===== config.mk =====
export PLATFORM = sky130hd
export DESIGN_NAME = ma_load
export DESIGN_NICKNAME = d
export VERILOG_FILES = /design/src/rtl/ma_load.sv
export SDC_FILE = /design/constraint.sdc
export NUM_CORES = 1
export LEC_CHECK = 0
export ABC_CLOCK_PERIOD_IN_PS = 2200
export CAP_MARGIN = 30
export CORE_MARGIN = 2
export CORE_UTILIZATION = 35
export CTS_CLUSTER_DIAMETER = 120
export DETAILED_ROUTE_END_ITERATION = 10
export GPL_TIMING_DRIVEN = 0
export PLACE_DENSITY = 0.72
export SYNTH_ARGS = -nofsm -noshare
export SYNTH_HDL_FRONTEND = slang
export SYNTH_SLANG_ARGS = --single-unit
export TNS_END_PERCENT = 30

===== constraint.sdc =====
create_clock -name clk_i -period 2.2 [get_ports clk_i]
set_clock_uncertainty 0.1 [all_clocks]
set_input_delay 0.44 -clock clk_i [delete_from_list [all_inputs] [get_ports clk_i]]
set_output_delay 0.44 -clock clk_i [all_outputs]
set_load 0.03 [all_outputs]

===== src/rtl/ma_load.sv =====
// ============================================================================
// Module   : ma_load
// Purpose  : Memory-access load path: word-aligned RAM read, byte/half/word
//            extraction with sign/zero extension, stall and misalign flags.
// Revision : 1.0 - initial release
// ============================================================================
`default_nettype none

module ma_load #(
  parameter int XLEN   = 32,
  parameter int RD_LAT = 1
) (
  input  logic            clk_i,
  input  logic            rst_i,
  input  logic            dram_rd_en_i,
  input  logic [2:0]      dram_rd_sel_i,
  input  logic [XLEN-1:0] dram_rd_addr_i,
  output logic            busy_o,
  output logic            dram_rd_req_o,
  output logic [XLEN-1:0] dram_rd_addr_o,
  input  logic [31:0]     dram_rd_data_i,
  output logic [XLEN-1:0] rd_data_o,
  output logic            rd_valid_o,
  output logic            misalign_o
);

  localparam logic [2:0] c_lat = 3'(RD_LAT);

  typedef enum logic [1:0] {
    S_IDLE = 2'd0,
    S_REQ  = 2'd1,
    S_WAIT = 2'd2
  } state_t;

  state_t          r_state;
  state_t          w_state_nxt;
  logic [2:0]      r_cnt;
  logic [2:0]      r_sel;
  logic [XLEN-1:0] r_addr;
  logic [XLEN-1:0] r_data;
  logic            r_valid;
  logic            r_misalign;

  logic            w_legal;
  logic            w_aligned;
  logic            w_idle_req;
  logic            w_accept;
  logic            w_misalign;
  logic            w_sample;
  logic [7:0]      w_byte;
  logic [15:0]     w_half;
  logic [XLEN-1:0] w_ext;

  always_comb begin
    w_legal = 1'b0;
    case (dram_rd_sel_i)
      3'b000, 3'b001, 3'b010, 3'b100, 3'b101: w_legal = 1'b1;
      default:                                w_legal = 1'b0;
    endcase
  end

  // Byte loads never misalign; sel[1:0] distinguishes half (01) from word (10)
  always_comb begin
    w_aligned = 1'b1;
    case (dram_rd_sel_i[1:0])
      2'b01:   w_aligned = ~dram_rd_addr_i[0];
      2'b10:   w_aligned = (dram_rd_addr_i[1:0] == 2'b00);
      default: w_aligned = 1'b1;
    endcase
  end

  assign w_idle_req = (r_state == S_IDLE) & dram_rd_en_i & w_legal;
  assign w_accept   = w_idle_req & w_aligned;
  assign w_misalign = w_idle_req & ~w_aligned;
  assign w_sample   = (r_state == S_WAIT) && (r_cnt == 3'd1);

  always_ff @(posedge clk_i) begin
    if (rst_i) r_state <= S_IDLE;
    else       r_state <= w_state_nxt;
  end

  always_comb begin
    w_state_nxt = r_state;
    case (r_state)
      S_IDLE:  if (w_accept) w_state_nxt = S_REQ;
      S_REQ:   w_state_nxt = S_WAIT;
      S_WAIT:  if (r_cnt == 3'd1) w_state_nxt = S_IDLE;
      default: w_state_nxt = S_IDLE;
    endcase
  end

  always_comb begin
    w_byte = dram_rd_data_i[7:0];
    case (r_addr[1:0])
      2'd0: w_byte = dram_rd_data_i[7:0];
      2'd1: w_byte = dram_rd_data_i[15:8];
      2'd2: w_byte = dram_rd_data_i[23:16];
      2'd3: w_byte = dram_rd_data_i[31:24];
      default: w_byte = dram_rd_data_i[7:0];
    endcase
    w_half = r_addr[1] ? dram_rd_data_i[31:16] : dram_rd_data_i[15:0];
  end

  always_comb begin
    w_ext = XLEN'(dram_rd_data_i);
    case (r_sel)
      3'b000:  w_ext = {{(XLEN-8){w_byte[7]}}, w_byte};
      3'b100:  w_ext = {{(XLEN-8){1'b0}}, w_byte};
      3'b001:  w_ext = {{(XLEN-16){w_half[15]}}, w_half};
      3'b101:  w_ext = {{(XLEN-16){1'b0}}, w_half};
      default: w_ext = XLEN'(dram_rd_data_i);
    endcase
  end

  always_ff @(posedge clk_i) begin
    if (rst_i) begin
      r_cnt      <= 3'd0;
      r_sel      <= 3'd0;
      r_addr     <= '0;
      r_data     <= '0;
      r_valid    <= 1'b0;
      r_misalign <= 1'b0;
    end else begin
      if (w_accept) begin
        r_sel  <= dram_rd_sel_i;
        r_addr <= dram_rd_addr_i;
      end
      if (r_state == S_REQ)       r_cnt <= c_lat;
      else if (r_state == S_WAIT) r_cnt <= r_cnt - 3'd1;
      if (w_sample) r_data <= w_ext;
      r_valid    <= w_sample;
      r_misalign <= w_misalign;
    end
  end

  assign busy_o         = (r_state != S_IDLE) | w_accept;
  assign dram_rd_req_o  = (r_state == S_REQ);
  assign dram_rd_addr_o = {r_addr[XLEN-1:2], 2'b00};
  assign rd_data_o      = r_data;
  assign rd_valid_o     = r_valid;
  assign misalign_o     = r_misalign;

endmodule

`default_nettype wire


## Yosys cells after proc, flatten, opt, wreduce, memory -nomap -nowiden

Index checks and enable logic that the tools add are counted.

- Output and inout bits: 68
- Register bits: 74
- Logic and storage cells: 54
- Input bits: 70

- Muxes and demuxes: 10
- Equality and inequality tests: 17
- Bitwise gates (word level): 7
- Reduce and logical (&&, ||, !) cells: 11
- Add/sub/neg operators: 1

Operators by type and width:

| operator | number |
|---|---|
| $pmux 32 s4 | 1 |
| $pmux 8 s4 | 1 |
| $mux 16 | 1 |
| $eq 3x3->1 const B | 4 |
| $eq 3x1->1 const B | 3 |
| $eq 2x2->1 const B | 4 |
| $eq 2x1->1 const B | 3 |
| $logic_not 2->1 | 3 |
| $logic_not 3->1 | 2 |
| $pmux 2 s3 | 1 |
| $reduce_or 5->1 | 1 |
| $and 1x1->1 | 4 |
| $mux 2 | 2 |
| $reduce_bool 2->1 | 2 |
| $eq 3x2->1 const B | 1 |
| $mux 1 | 3 |
| $sub 3x1->3 const B | 1 |
| $ne 2x1->1 const B | 1 |
| $ne 2x2->1 const B | 1 |
| $not 1->1 | 2 |
| $pmux 1 s2 | 1 |
| $reduce_and 2->1 | 1 |
| $reduce_or 2->1 | 1 |
| $logic_and 1x1->1 | 1 |
| $or 1x1->1 | 1 |

## Longest topological paths before layout

- Depth in word-level cells: 7
- Gate-level depth with buffers: 8
- Gate-level depth less buffers: 6

## Worst setup path after synthesis

Ideal clock, no wire load.

- Kind: input -> output
- From: in dram_rd_sel_i[0]
- To: out busy_o
- Path buffers: 1
- Required time: 1.660 ns
- Setup slack: -0.289 ns
- Arrival: 1.949 ns
- Stages: 6
- Cell sequence: inv_1 ha_1 nor2b_1 o311ai_4 clkbuf_1 o21ai_0

- Longest elaborated chain between the ends: 6
- Elaborated cells between the ends (all ways): 13
- Those cells by class: 6 x eq/ne; 2 x mux; 3 x bitwise; 2 x reduce/logical

RTL lines:

| item | line | source |
|---|---|---|
| from (decl) | 16 | `input logic [2:0] dram_rd_sel_i,` |
| $eq 3x1->1 (tied with other cells) | 56 | `case (dram_rd_sel_i)` |
| $reduce_or 5->1 | 56 |  |
| $mux 1 | 56 |  |
| $and 1x1->1 | 72 | `assign w_idle_req = (r_state == S_IDLE) & dram_rd_en_i & w_legal;` |
| $and 1x1->1 (*) | 73 | `assign w_accept = w_idle_req & w_aligned;` |
| $or 1x1->1 (*) | 136 | `assign busy_o = (r_state != S_IDLE) \| w_accept;` |
| to (decl) | 18 | `output logic busy_o,` |

Mark *: on every way between the ends. The rest lies on a longest branch, timed or not.

## Final worst setup path

- From: in dram_rd_sel_i[1]
- To: out busy_o

Same word-level chain as after synthesis.

==> reports/results.tsv <==
metric	value	unit
total clock sinks	74	
slew margin rel.	59.8	%
root buffer cell	clkbuf_8	
core area	10300	sq um
flop and latch count out of synthesis	74	
Logic pwr share	28.3	%
largest family of logic cells by synthesized area	compound AO/OA/AOI/OAI gates	
Fin. Hold Viols	0	
Post-Place Cells	709	
Hold Crit Class	in2reg	
Clock H-tree levels	3	
worst-margin pin slew	604	ps
# DRC	0	
die footprint	11300	sq um
FP Rows	37	
GR Overflow Total	0	
Port Buf Inserts	134	
endpoints failing setup	0	
Reg2Reg Setup Slack	160	ps
Psw	1.09	mW
GRT Overall Usage	20.9	%
CP Capture Type	output pin	
Synth-to-Final Area Change	49.6	%
EDFF count, synth	0	
Syn Inst Count	438	
Leak	1.98	nW
mux contribution to synthesized area	4.45	%
via count	3737	
setup TNS	0	ps
final core utilization	53.6	%
vias in the first global route	3834	
reg2reg end	rd_data_o[10]$_SDFFE_PP0P_	
top cell type by total area after synthesis	dfxtp_1	
Period minus WS final	2170	ps
Peak supply drop	0.401	mV
maximum buffer depth of the clock tree	2	
NumNets Final	669	
Vias/cell	5.11	
fin cells	731	
Top FF cell, synth	dfxtp_1	
Synth Cell Area	3680	sq um
ranking of synthesized cells by area	dfxtp_1 (40%), buf_4 (6.5%), o21ai_0 (6.1%), a21oi_1 (5.0%), nand3_1 (4.9%)	
DR WL/cell	16.2	um
max-cap violations	0	
Total Wirelength	11.8	mm
Die Width	107	um
Synth top area share	40.3	%
YS warnings	0	
Netlist cell types	45	
Setup crit start kind	input port	
simple-gate share of the synthesized area	18.1	%
WHS	292	ps
Seq pwr share	41.8	%
RSZ-0062 raised after global routing	yes	
starting density of the core	35.8	%
share of flip-flops with an asynchronous set or reset	0	%
final worst path period share	98.4	%
Antenna Nets Post-Route	0	
XOR/XNOR Fraction of Synth Area	0.238	%
hold buffers post-CTS	0	
switching share of power	31.4	%
# IOs	138	
CP Data Arrival Time	1630	ps
clock share of power	30.0	%
share of layout cells above drive strength 1	16.3	%
pwr/cell area	630	nW/um^2
Internal Power	2.38	mW
initial antenna violation count	1	
Peak Freq	0.462	GHz
TritonCTS clock tree	done	
total power	3.47	mW
first-pass GRT wire length	18.8	mm
Worst setup endpoint	busy_o	
Synth Area in Adders	3.06	%
Critical R2R Launch	r_state[0]$_SDFFE_PP0P_	
Pre-antenna DRT Iters	4	
Required @ worst endpoint	1660	ps
crit path from	dram_rd_sel_i[1]	
outcome	finished, final reports clean	
routability cong.	0.884	
crit path max fanout	4	
Compound-Gate Fraction of Synth Area	22.1	%
Mapped Avg Cell Area	8.40	sq um
worst-skew pair later-pin latency	350	ps
CP Class	in2out	
sequential area share after synthesis	40.3	%
Detail Placement HPWL	8.85	mm
CTS clk-pin slew, worst paths	70	ps
Die H	107	um
TritonCTS buffer count	9	
fin. max-slew vios	0	
initial drt markers	126	
largest net degree at the start of global routing	13	
FF-to-FF path depth	6	
[worst min path at each step]
stage / start / end / slack (ps) / cells past startpoint
after detailed placement: r_addr[4]$_SDFFE_PP0P_ / r_addr[4]$_SDFFE_PP0P_ / 370 / 2
final: dram_rd_sel_i[0] / r_sel[0]$_SDFFE_PP0P_ / 290 / 3
after global placement: r_addr[2]$_SDFFE_PP0P_ / r_addr[2]$_SDFFE_PP0P_ / 360 / 2
after CTS: dram_rd_sel_i[0] / r_sel[0]$_SDFFE_PP0P_ / 280 / 3
after global routing: dram_rd_sel_i[0] / r_sel[0]$_SDFFE_PP0P_ / 320 / 3
after floorplan: r_addr[10]$_SDFFE_PP0P_ / r_addr[10]$_SDFFE_PP0P_ / 350 / 2
[worst max-delay path, cell delays in order]
cell	delay [ps]
clkdlybuf4s15_2	210
inv_2	60
ha_4	170
nor2b_2	170
nor3b_4	210
clkbuf_8	160
o21ai_2	60
buf_6	140
[logic make-up after synthesis]
logic type                 after synthesis
other                                    1
AOI/OAI and AO/OA                      128
muxes                                   14
buffers and inverters                   76
adders and majority gates                9
DFF                                     74
xor gates and xnor gates                 1
and+or+nand+nor                        135
[state kept, by name, indices dropped and copies added, names as in the netlist]
name        flops
r_addr         32
rd_data_o      32
r_cnt           3
r_sel           3
r_state         2
misalign_o      1
rd_valid_o      1
[synthesized netlist by cell type (2+ instances only)]
cell type and count:
dfxtp_1 74, o21ai_0 45, a21oi_1 37, nand3_1 36, nand2_1 34, buf_4 32
nor2_1 29, a211oi_1 22, clkbuf_1 18, buf_2 13, ha_1 9, a221oi_1 8
inv_1 8, and2_1 7, mux2_2 7, nand3b_1 7, nand2b_1 6, o41ai_1 5
mux2i_1 4, nor2b_1 4, nor3_1 4, mux2_4 3, buf_1 2, clkbuf_2 2
or3b_2 2
[final cells by class]
class | count | area, sq um
diodes | 1 | 2.50
repair buffers | 140 | 1390
clock inverters | 5 | 56.3
multi-input cells | 289 | 1830
fillers | 989 | 4770
flip-flops and latches | 74 | 1480
inverters | 8 | 30.0
well taps | 136 | 170
clock buffers | 10 | 128
plain buffers | 68 | 420
[layout by cell type, fill, tap and decap left out, types with 4 or more instances in the layout]
master           netlist  layout
mux2i_1                4       4
clkbuf_1              18      18
nand3_1               36      36
a21oi_1               37      37
nor2_1                29      29
clkdlybuf4s50_1        0     127
nand3b_1               7       7
a211oi_1              22      22
dfxtp_1               74      74
ha_1                   9       5
a221oi_1               8       8
nand2_1               34      34
inv_1                  8       7
nor3_1                 4       4
buf_2                 13      13
and2_1                 7       7
nand2b_1               6       6
o41ai_1                5       5
buf_4                 32      39
mux2_2                 7       7
o21ai_0               45      44
clkbuf_8               0      11
[power groups by stage]
| stage | sequential [mW] | combinational (mW) | clock (mW) |
|---|---|---|---|
| after global routing | 1.46 | 1.06 | 1.11 |
| final | 1.45 | 0.980 | 1.04 |
| after CTS | 1.45 | 0.968 | 1.06 |
| after global placement | 1.48 | 0.916 | 0 |
| after detailed placement | 1.48 | 0.929 | 0 |
| after floorplan | 1.49 | 0.539 | 0 |
[repair_timing]
item	4_1_cts	5_1_grt
setup endpoints to repair	34	3
pin swaps	3	3
gates resized for setup	34	3
setup buffers	4	2
[stage by stage]
step / setup slack (ps) / area [sq um]
after floorplan: 73.1 / 3690
after global placement: -1300 / 5200
after detailed placement: -1310 / 5200
after CTS: -18.3 / 5470
after global routing: -33.8 / 5510
final: 34.6 / 5510
[metal layers]
layer,routed length [um],vias up,part of all wire [%],GRT usage [%]
met1,4840,1750,41,25.0
met4,114,0,0.96,5.57
met5,0,-,0,0
li1,-,1815,-,-
met2,5610,163,47,35.7
met3,1270,9,11,7.05
No activity file was read; power rests on OpenSTA's default activity.
